File: src/rtl/data_mem_arbiter.sv
// Two-port arbiter in front of the single-port data memory: picks a winner per
// transaction, drives one registered memory strobe, then returns ack/err/rdata.
module data_mem_arbiter #(
    parameter int DATA_W  = 32,
    parameter int ADDR_W  = 32,
    parameter int DEPTH   = 32,
    parameter int RR_MODE = 1
) (
    input  logic              clk,
    input  logic              reset_n,
    input  logic              p0_req,
    input  logic              p0_we,
    input  logic [ADDR_W-1:0] p0_addr,
    input  logic [DATA_W-1:0] p0_wdata,
    output logic              p0_ack,
    output logic              p0_err,
    output logic [DATA_W-1:0] p0_rdata,
    input  logic              p1_req,
    input  logic              p1_we,
    input  logic [ADDR_W-1:0] p1_addr,
    input  logic [DATA_W-1:0] p1_wdata,
    output logic              p1_ack,
    output logic              p1_err,
    output logic [DATA_W-1:0] p1_rdata,
    output logic [ADDR_W-1:0] mem_addr,
    output logic [DATA_W-1:0] mem_wdata,
    output logic              mem_write,
    output logic              mem_read,
    input  logic [DATA_W-1:0] mem_rdata,
    output logic              busy
);

    typedef enum logic [1:0] {
        IDLE   = 2'd0,
        ACCESS = 2'd1,
        RESP   = 2'd2
    } state_t;

    state_t            state, state_d;
    logic              last_grant, last_grant_d;
    logic              grant_id, grant_id_d;
    logic              lat_we, lat_we_d;

    logic [ADDR_W-1:0] mem_addr_d;
    logic [DATA_W-1:0] mem_wdata_d;
    logic              mem_write_d, mem_read_d;
    logic              p0_ack_d, p0_err_d, p1_ack_d, p1_err_d;
    logic [DATA_W-1:0] p0_rdata_d, p1_rdata_d;
    logic              busy_d;

    logic              win;
    logic              win_we;
    logic [ADDR_W-1:0] win_addr;
    logic [DATA_W-1:0] win_wdata;
    logic              win_in_range;
    logic [DATA_W-1:0] access_rdata;

    // Winner selection: contention goes to the port that did not win last time
    // in round-robin mode, otherwise port 0 always takes it.
    always_comb begin
        win = 1'b0;
        if (p0_req && p1_req) begin
            win = (RR_MODE != 0) ? ~last_grant : 1'b0;
        end else if (p1_req) begin
            win = 1'b1;
        end
        win_we       = win ? p1_we    : p0_we;
        win_addr     = win ? p1_addr  : p0_addr;
        win_wdata    = win ? p1_wdata : p0_wdata;
        win_in_range = (win_addr < ADDR_W'(DEPTH));
        access_rdata = lat_we ? '0 : mem_rdata;
    end

    // The mem_addr/mem_wdata flops double as the latched request parameters:
    // they are loaded at grant and only need to survive the single ACCESS cycle.
    always_comb begin
        // NOTE: every signal gets a default before the case so no path leaves
        // one unassigned, which would otherwise infer a latch.
        state_d      = state;
        last_grant_d = last_grant;
        grant_id_d   = grant_id;
        lat_we_d     = lat_we;
        mem_addr_d   = '0;
        mem_wdata_d  = '0;
        mem_write_d  = 1'b0;
        mem_read_d   = 1'b0;
        p0_ack_d     = 1'b0;
        p0_err_d     = 1'b0;
        p0_rdata_d   = '0;
        p1_ack_d     = 1'b0;
        p1_err_d     = 1'b0;
        p1_rdata_d   = '0;

        case (state)
            IDLE: begin
                if (p0_req || p1_req) begin
                    last_grant_d = win;
                    grant_id_d   = win;
                    lat_we_d     = win_we;
                    if (win_in_range) begin
                        state_d     = ACCESS;
                        mem_addr_d  = win_addr;
                        mem_wdata_d = win_wdata;
                        mem_write_d = win_we;
                        mem_read_d  = ~win_we;
                    end else begin
                        state_d = RESP;
                        if (win) begin
                            p1_ack_d = 1'b1;
                            p1_err_d = 1'b1;
                        end else begin
                            p0_ack_d = 1'b1;
                            p0_err_d = 1'b1;
                        end
                    end
                end
            end
            ACCESS: begin
                state_d = RESP;
                if (grant_id) begin
                    p1_ack_d   = 1'b1;
                    p1_rdata_d = access_rdata;
                end else begin
                    p0_ack_d   = 1'b1;
                    p0_rdata_d = access_rdata;
                end
            end
            RESP: begin
                state_d = IDLE;
            end
            default: begin
                state_d = IDLE;
            end
        endcase

        busy_d = (state_d != IDLE);
    end

    always_ff @(posedge clk or negedge reset_n) begin
        // NOTE: state uses non-blocking assignments so every flop samples the
        // pre-edge values regardless of statement order.
        if (!reset_n) begin
            state      <= IDLE;
            last_grant <= 1'b1;
            grant_id   <= 1'b0;
            lat_we     <= 1'b0;
            mem_addr   <= '0;
            mem_wdata  <= '0;
            mem_write  <= 1'b0;
            mem_read   <= 1'b0;
            p0_ack     <= 1'b0;
            p0_err     <= 1'b0;
            p0_rdata   <= '0;
            p1_ack     <= 1'b0;
            p1_err     <= 1'b0;
            p1_rdata   <= '0;
            busy       <= 1'b0;
        end else begin
            state      <= state_d;
            last_grant <= last_grant_d;
            grant_id   <= grant_id_d;
            lat_we     <= lat_we_d;
            mem_addr   <= mem_addr_d;
            mem_wdata  <= mem_wdata_d;
            mem_write  <= mem_write_d;
            mem_read   <= mem_read_d;
            p0_ack     <= p0_ack_d;
            p0_err     <= p0_err_d;
            p0_rdata   <= p0_rdata_d;
            p1_ack     <= p1_ack_d;
            p1_err     <= p1_err_d;
            p1_rdata   <= p1_rdata_d;
            busy       <= busy_d;
        end
    end

endmodule

File: config.mk
export PLATFORM = sky130hd
export DESIGN_NAME = data_mem_arbiter
export DESIGN_NICKNAME = d
export VERILOG_FILES = /design/src/rtl/data_mem_arbiter.sv
export SDC_FILE = /design/constraint.sdc
export NUM_CORES = 1
export LEC_CHECK = 0
export ABC_CLOCK_PERIOD_IN_PS = 1860
export CORE_ASPECT_RATIO = 1.5
export CORE_MARGIN = 2
export CORE_UTILIZATION = 38
export DETAILED_ROUTE_END_ITERATION = 7
export HOLD_SLACK_MARGIN = 0.06
export PLACE_DENSITY_LB_ADDON = 0.12
export RECOVER_POWER = 100
export SYNTH_ARGS = -nofsm -noshare
export SYNTH_HDL_FRONTEND = slang
export SYNTH_SLANG_ARGS = --single-unit
File: constraint.sdc
create_clock -name clk -period 1.86 [get_ports clk]
set_input_delay 0.186 -clock clk [delete_from_list [all_inputs] [get_ports clk]]
set_output_delay 0.186 -clock clk [all_outputs]
set_load 0.005 [all_outputs]
**Yosys cells after proc, flatten, opt, wreduce, memory -nomap -nowiden**

Cells that the tools add are included.

- Bits of input ports: 166
- ROM bits: 0
- Word-level logic and storage cells: 61
- Latch bits: 0
- RAM bits: 0
- Output and inout port bits: 135
- Register bits after elaboration: 140
- Memories kept: 0

- Add/sub/neg operators: 0
- Order comparisons: 1
- Multiplexer cells: 37
- Div/mod/pow operators: 0
- Multiply operators: 0
- Shift-type cells: 0
- Bitwise logic cells: 2
- Equality and inequality tests: 1
- Reductions and logical operators: 5

Operators with widths:

| operator | count |
|---|---|
| $mux 32 | 13 |
| $lt 32x6->1 const B | 1 |
| $mux 1 | 19 |
| $mux 2 | 2 |
| $pmux 1 s2 | 2 |
| $pmux 2 s2 | 1 |
| $eq 2x1->1 const B | 1 |
| $logic_not 2->1 | 1 |
| $not 1->1 | 2 |
| $reduce_and 2->1 | 1 |
| $reduce_bool 2->1 | 1 |
| $logic_and 1x1->1 | 1 |
| $logic_or 1x1->1 | 1 |

**Logic depth before layout (Yosys ltp)**

Gate-level depths: netlist of run 1.

- Word-level depth: 8
- Depth in mapped cells: 6

**Worst setup path after synthesis of run 1**

Ideal clock, no wire load.

- Kind: reg-to-reg
- From: register last_grant
- To: register mem_read
- Arrival: 1.410 ns
- Stages on the path, launching flop included: 7
- Setup slack: 0.370 ns
- Required time: 1.780 ns
- Path through: dfstp_2 > a21boi_2 > buf_6 > nand4b_4 > o22a_4 > buf_6 > nor3b_2

- Cells in the longest elaborated chain, start to end: 7
- Elaborated cells between the ends (all ways): 9
- Those cells by class: 1 x order compare; 6 x mux; 2 x bitwise

Ends and longest elaborated chain:

| item | line | text |
|---|---|---|
| from (decl) | 40 | `logic last_grant, last_grant_d;` |
| from (signal assigned) | 160 | `last_grant <= last_grant_d;` |
| $not 1->1 (*) | 63 | `win = (RR_MODE != 0) ? ~last_grant : 1'b0;` |
| $mux 1 (*) | 62 | `if (p0_req && p1_req) begin` |
| $mux 32 or $mux 1 (tied branches) | 68, 67 |  |
| $lt 32x6->1 or $not 1->1 (tied branches) | 70, 105 |  |
| $mux 1 (*) | 100 | `if (win_in_range) begin` |
| $mux 1 (*) | 96 | `if (p0_req \|\| p1_req) begin` |
| $mux 1 (*) | 94 | `case (state)` |
| via mem_read_d | 46 | `logic mem_write_d, mem_read_d;` |
| to (signal assigned) | 166 | `mem_read <= mem_read_d;` |
| to (decl) | 28 | `output logic mem_read,` |

Mark *: on every way through the listed nets, which the timed path passes. The rest lies on a longest branch.
A chain may end at the register's enable or synchronous reset.

**Worst setup path after layout of run 1**

- From: register last_grant
- To: register mem_wdata[15]

- Cells in the longest elaborated chain, start to end: 7
- Elaborated cells between the ends (all ways): 8
- Those cells by class: 1 x order compare; 6 x mux; 1 x bitwise

Ends and longest elaborated chain:

| item | line | text |
|---|---|---|
| $not 1->1 (*) | 63 |  |
| $mux 1 (*) | 62 |  |
| $mux 32 | 68 | `win_addr = win ? p1_addr : p0_addr;` |
| $lt 32x6->1 | 70 | `win_in_range = (win_addr < ADDR_W'(DEPTH));` |
| $mux 32 (*) | 100 |  |
| $mux 32 (*) | 96 |  |
| $mux 32 (*) | 94 |  |
| via mem_wdata_d[15] | 45 | `logic [DATA_W-1:0] mem_wdata_d;` |
| to (signal assigned) | 164 | `mem_wdata <= mem_wdata_d;` |
| to (decl) | 26 | `output logic [DATA_W-1:0] mem_wdata,` |

Marks and branches as above.

==> results of run 1 <==
==> layer usage <==
metal,vias to the layer above,track usage [%]
li1,1924,-
met4,0,10.3
met2,224,40.9
met1,2047,20.7
met5,-,0
met3,25,7.47
==> layout make-up <==
class	count	area (um^2)
Fill cell	1057	4410
Sequential cell	140	3500
Timing Repair Buffer	320	3190
Multi-Input combinational cell	240	1430
Clock buffer	18	439
Tap cell	162	203
Clock inverter	14	158
==> state kept, by name (all words and copies together), names as in the netlist <==
signal / cells
p1_err: 1
mem_read: 1
state: 2
mem_write: 1
grant_id: 1
p1_rdata: 32
lat_we: 1
busy: 1
p0_err: 1
mem_wdata: 32
mem_addr: 32
p1_ack: 1
p0_rdata: 32
p0_ack: 1
last_grant: 1
==> logic make-up (layout without fill, tap and decap cells) <==
group                  after synthesis  after routing  synth area share [%]
AO/OA/AOI/OAI                       10             10                  1.56
other                                1             27                0.0731
buffers and inverters               23            352                  2.54
multiplexers                        38             38                  7.42
AND/OR/NAND/NOR                    165            165                  20.1
flip-flops                         140            140                  68.3
==> through the flow <==
stage,cells,setup WS (ps)
2_1_floorplan,403,370
3_3_place_gp,861,-92.3
3_5_place_dp,861,-183
4_1_cts,894,238
5_1_grt,894,103
6_report,894,196
==> power groups by stage <==
stage          logic (mW)  registers, mW  clock network (mW)
5_1_grt              1.05           3.14                3.56
4_1_cts              1.04           3.14                3.43
2_1_floorplan       0.377           3.20                   0
3_5_place_dp         1.03           3.20                   0
6_report            0.966           3.14                3.34
3_3_place_gp         1.02           3.19                   0
==> how the worst min path moves through the flow <==
stage	from	end	slack, ps	cells past startpoint
after floorplan	reset_n	busy	-110	0
after global placement	reset_n	p1_rdata[6]	160	1
after detailed placement	reset_n	p0_rdata[6]	170	1
after CTS	reset_n	p0_rdata[6]	300	2
after global routing	mem_rdata[12]	p0_rdata[12]	330	3
final	reset_n	mem_addr[14]	290	2
==> worst register-to-register path: cells and delay by family, from the launching register on <==
kind | cells | cell delay [ps]
simple gates | 2 | 400
flops | 1 | 570
buf+inv | 1 | 200
compound gates | 2 | 410
==> placed cells by master (no fill, tap or decap), types with 2 or more instances in the layout <==
| cell | n |
|---|---|
| dfrtp_1 | 139 |
| nand4_1 | 3 |
| clkbuf_1 | 2 |
| clkbuf_16 | 17 |
| inv_6 | 5 |
| clkbuf_2 | 3 |
| nor4_1 | 10 |
| clkinv_2 | 2 |
| clkinv_4 | 2 |
| buf_12 | 4 |
| dlygate4sd3_1 | 137 |
| conb_1 | 27 |
| nor4_2 | 2 |
| mux2i_1 | 38 |
| buf_4 | 9 |
| nor3_2 | 5 |
| clkdlybuf4s50_1 | 163 |
| nand2b_1 | 32 |
| nor3_1 | 37 |
| clkinvlp_4 | 2 |
| o21ai_1 | 2 |
| bufinv_16 | 2 |
| nand2_1 | 4 |
| nor2_1 | 68 |
==> results by group, run 1 <==
Synth
  • Avg Inst Size Synth: approximately 14 um^2
  • Seq cells post-synth: between 100 and 150
  • Synth Cell Area: just over 5000 um^2
  • Synth cell count leaders: 139 x dfrtp_1, 68 x nor2_1, 38 x mux2i_1, 38 x nor3_2, 32 x nand2b_1
  • Yosys top cell by area: dfrtp_1
  • FFs w/ async S/R, synth: between 90% and 100%
  • Top cell type's share of synthesized area: between 60% and 70%
  • Warnings, synthesis: 0
  • Netlist cell types: 28
  • Synth area leaders: dfrtp_1 68%, mux2i_1 7.4%, nor3_2 7.4%
  • Sequential fraction of the synthesis area: 68.3%
  • Most used DFF post-synth: dfrtp_1
  • Syn Inst Count: 377
  • EDFF count, synth: 0
  • Most numerous cell in the Yosys netlist: dfrtp_1

Worst setup path
  • CP delay by family, top: flip-flops
  • Critical Path, Cell by Cell: a21boi_4, nand4b_4, o22a_1, buf_12, nor3_1
  • Critical Path Source: last_grant
  • Max FO, Critical Path: 22
  • Crit end category: flop
  • CP Launch Type: flop
  • WP depth: 5
  • CP peak stage delay: roughly 570 ps
  • Crit Path Category: reg2reg
  • Crit path buffers/inverters: 1
  • Worst R2R Start: last_grant
  • R2R Setup Slk: ~200 ps
  • Worst-case reg-to-reg path depth: 5
  • Worst Path Required: around 2200 ps
  • CP max-delay cell: dfstp_2
  • Worst setup path end: mem_wdata[15]
  • Reg2reg end: mem_wdata[15]
  • Worst path arrival time: between 1500 and 2000 ps

Placed design
  • GP Congestion: approximately 0.8
  • Area after DPL: between 8000 and 9000 um^2
  • Port Buffers: 300
  • Post-DP HPWL: ~12 mm

Detailed routing
  • Routed Antenna Nets: 0
  • Uppermost layer routed: met4
  • Drt pass-1 iters: 4
  • Wire length on met1: 4.80 mm
  • Detailed-route DRC error count: 0
  • Post-Route WL: 15.3 mm
  • Via density: 4.72
  • Metal2 WL: a little under 9 mm
  • Drt wl/cell: ~17 um
  • Vias: 4,220
  • Initial DRC count: 127
  • Routed wl met3: 1.32 mm

STA
  • Post-Route Skew: 6.79 ps
  • RSZ-0062 raised after global routing: false
  • Final setup viols: 0
  • Final Slew Violations: 0
  • Setup TNS: 0 ps
  • Min cycle time layout: roughly 1700 ps
  • Fin crit share: about nine tenths
  • Hold slack: 292 ps
  • Fmax: about 600 MHz
  • Final Hold Fails: 0
  • Relative slew slack: 40.7%
  • Least-Margin Pin Slew: between 800 and 900 ps

Outcome
  • Outcome: completed

Power
  • Leakage: ~4.3 nW
  • Logic gate share of total power: a little over an eighth
  • Total power: approximately 7.4 mW
  • Net Sw Frac: about a quarter
  • Pwr dens: approximately 830 nW/um^2
  • Seq pwr share: a little over two fifths
  • Clock Power Share: 44.9%
  • Net switching power: 1.73 mW
  • Worst VDD drop: between 0.0005 and 0.0006 V
  • Int Power: roughly 5.7 mW

Global route
  • GR Overflow Total: 0
  • First-pass GRT wire length: approximately 24 mm
  • Total GRT Usage: about 22%
  • Antenna violations before repair: 0
  • Vias in the first global route: approximately 4,600
  • Largest net degree at the start of global routing: 53

Cells and area
  • Area grow syn2layout: 74.0%
  • Inserted Diodes: 0
  • Post-layout util: between 60% and 70%
  • Design area: roughly 8900 um^2
  • Share of cells above drive strength 1: between 8 and 9%
  • Nets: 885

Clock tree
  • CTS clk-pin slew, worst paths: ~60 ps
  • H-Tree Depth: 4
  • TritonCTS Sinks: 140
  • Clk root buf: clkbuf_16
  • Cts hold-fix bufs: 1
  • Cts bufs inserted: 17
  • CTS tree: done
  • Clock Latency Late Sink: just over 400 ps
  • Clk buf depth: 2
  • Post-CTS Setup Bufs: 0
  • Post-CTS Resized: 0

Floorplanning
  • I/O pin cnt: approximately 300
  • Die ar.: roughly 14,000 um^2
  • Die Height: approximately 150 um
  • Core Region: 13,300 um^2
  • Starting Density: 38.5%
  • Die W: about 99 um
  • Num rows: 52

Job
  • Max Cap Viol: 0

Hold path
  • Hold WC Path Type: in2async
Power figures use the tool's default switching activity.
==> run 2: changes to the inputs <==
--- a/config.mk
+++ b/config.mk
@@ -5,7 +5,7 @@
 export SDC_FILE = /design/constraint.sdc
 export NUM_CORES = 1
 export LEC_CHECK = 0
-export ABC_CLOCK_PERIOD_IN_PS = 1860
+export ABC_CLOCK_PERIOD_IN_PS = 1800
 export CORE_ASPECT_RATIO = 1.5
 export CORE_MARGIN = 2
 export CORE_UTILIZATION = 38
==> constraint.sdc (replaced) <==
create_clock -name clk -period 1.8 [get_ports clk]
set_input_delay 0.18 -clock clk [delete_from_list [all_inputs] [get_ports clk]]
set_output_delay 0.18 -clock clk [all_outputs]
set_load 0.005 [all_outputs]
==> run 2 against run 1 <==
- count of clock-buffer cells in the layout rose by 2
- via count fell by 0.85%
- clock power barely moved
- largest cell class unchanged
- largest power group unchanged
==> results by group, run 2 (synthesis gave the netlist of run 1 again) <==
Power
  • Pwr dens: 851 nW/um^2 (was 834 nW/um^2)
  • Worst VDD drop: 0.000497 V (was 0.000518 V)
  • Leakage: 4.30 nW (about the same)

Floorplanning
  • Core Region: 13,300 um^2 (unchanged)
  • I/O pin cnt: 301 (unchanged)
  • Die Height: 146 um (unchanged)
  • Num rows: 52 (unchanged)
  • Die ar.: 14,500 um^2 (unchanged)
  • Starting Density: 38.5% (unchanged)
  • Die W: 98.9 um (unchanged)

STA
  • RSZ-0062 raised after global routing: false (unchanged)
  • Final setup viols: 0 (unchanged)
  • Setup TNS: 0 ps (unchanged)
  • Least-Margin Pin Slew: 831 ps (was 890 ps)
  • Fin crit share: 91.2% (was 89.4%)
  • Min cycle time layout: 1640 ps (was 1660 ps)
  • Post-Route Skew: 8.52 ps (was 6.79 ps)
  • Final Slew Violations: 0 (unchanged)
  • Relative slew slack: 44.6% (was 40.7%)
  • Fmax: 609 MHz (was 601 MHz)
  • Final Hold Fails: 0 (unchanged)
  • Hold slack: 285 ps (was 292 ps)

Cells and area
  • Area grow syn2layout: 74.8% (was 74.0%)
  • Nets: 887 (was 885)
  • Share of cells above drive strength 1: 9.40% (was 8.33%)
  • FF+latch area: 3500 um^2 (unchanged)
  • Layout Cells excl Fill: 896 (was 894)
  • Fillers: 1,038 (was 1,057)
  • Inserted Diodes: 0 (unchanged)
  • Multi-input logic area: 1470 um^2 (was 1430 um^2)
  • Post-layout util: 67.2% (was 66.9%)
  • Design area: 8960 um^2 (was 8920 um^2)
  • Most frequent cells in the layout: 163 x clkdlybuf4s50_1, 139 x dfrtp_1, 137 x dlygate4sd3_1 (unchanged)
  • Commonest non-fill, non-tap cell in the layout: clkdlybuf4s50_1 (unchanged)

Outcome
  • Outcome: completed (unchanged)

Worst setup path
  • Crit Path Category: reg2reg (unchanged)
  • Worst Path Required: 2110 ps (was 2170 ps)
  • Crit end category: flop (unchanged)
  • Worst R2R Start: last_grant (unchanged)
  • Worst path arrival time: 1950 ps (was 1970 ps)
  • Max FO, Critical Path: 22 (unchanged)
  • CP Launch Type: flop (unchanged)
  • Critical Path Source: last_grant (unchanged)

Global route
  • Antenna violations before repair: 0 (unchanged)
  • Total GRT Usage: 21.7% (was 21.8%)
  • First-pass GRT wire length: 23.7 mm (was 23.8 mm)
  • Largest net degree at the start of global routing: 55 (was 53)
  • Vias in the first global route: 4,648 (was 4,644)
  • GR Overflow Total: 0 (unchanged)

Placed design
  • Area after DPL: 8550 um^2 (was 8540 um^2)
  • Port Buffers: 300 (unchanged)
  • Placed Cells: 863 (was 861)
  • Post-DP HPWL: 11.8 mm (was 11.7 mm)
  • GP Congestion: 0.811 (was 0.802)

Clock tree
  • Clk root buf: clkbuf_16 (unchanged)
  • Clock Latency Late Sink: 400 ps (was 410 ps)
  • Cts bufs inserted: 17 (unchanged)
  • H-Tree Depth: 4 (unchanged)
  • Post-CTS Resized: 0 (unchanged)
  • CTS tree: done (unchanged)
  • TritonCTS Sinks: 140 (unchanged)
  • CTS clk-pin slew, worst paths: 60 ps (about the same)
  • Clk buf depth: 2 (unchanged)

Job
  • Max Cap Viol: 0 (unchanged)

Hold path
  • Hold WC Path Type: in2async (unchanged)

Detailed routing
  • Detailed-route DRC error count: 0 (unchanged)
  • Via density: 4.67 (was 4.72)
  • Post-Route WL: 15.3 mm (about the same)
  • Routed Antenna Nets: 0 (unchanged)
  • Vias: 4,184 (was 4,220)
  • Drt wl/cell: 17.0 um (was 17.1 um)
  • Initial DRC count: 117 (was 127)
  • Drt pass-1 iters: 4 (unchanged)
## run 2: metal layers
layer	up-vias	share of wire [%]	wire length [um]	global-route usage, %
li1	1921	-	-	-
met3	37	7.4	1130	6.41
met1	1998	33	5020	21.3
met4	0	3.8	585	11.0
met5	-	0	0	0
met2	228	56	8530	40.3
## run 2: power breakdown
part	switching [mW]	internal (mW)	leakage, nW
combinational	0.434	0.582	2.14
sequential	0.0261	3.22	1.88
clock	1.28	2.09	0.281
total	1.74	5.89	4.30
## run 2: area by class of cell
cell class	instances	area share, %
clock inverters	12	1.54
repair buffers	322	35.7
flip-flops and latches	140	39.1
well taps	162	2.26
multi-input cells	240	16.4
clock buffers	20	4.98
## run 2: worst max-delay path: stages (launching register included)
cell	delay (ps)
dfstp_2	570
a21boi_4	90
nand4b_4	190
o22a_1	310
buf_12	200
nor3_1	190
## run 2: timing repair
| action | 4_1_cts | 5_1_grt |
|---|---|---|
| buffers inserted | 0 | 0 |
| endpoints found under the hold margin | 49 | 0 |
| hold buffers | 1 | 0 |
## run 2: path summary, 6_finish.rpt
path	to	slack, ps	cells after the start
hold / removal	p1_rdata[6]	290	2
max in group asynchronous	mem_addr[15]	370	3
setup reg to reg	mem_wdata[11]	160	5
setup / recovery	mem_wdata[11]	160	5
hold reg to reg	grant_id	510	2
min in group clk	p1_rdata[12]	340	3
## run 2: stage by stage
step                      power, mW  setup WS, ps
after detailed placement       4.37          -255
after global placement         4.36          -235
after global routing           7.94          59.2
after CTS                      7.78           185
after floorplan                3.69           310
final                          7.63           158
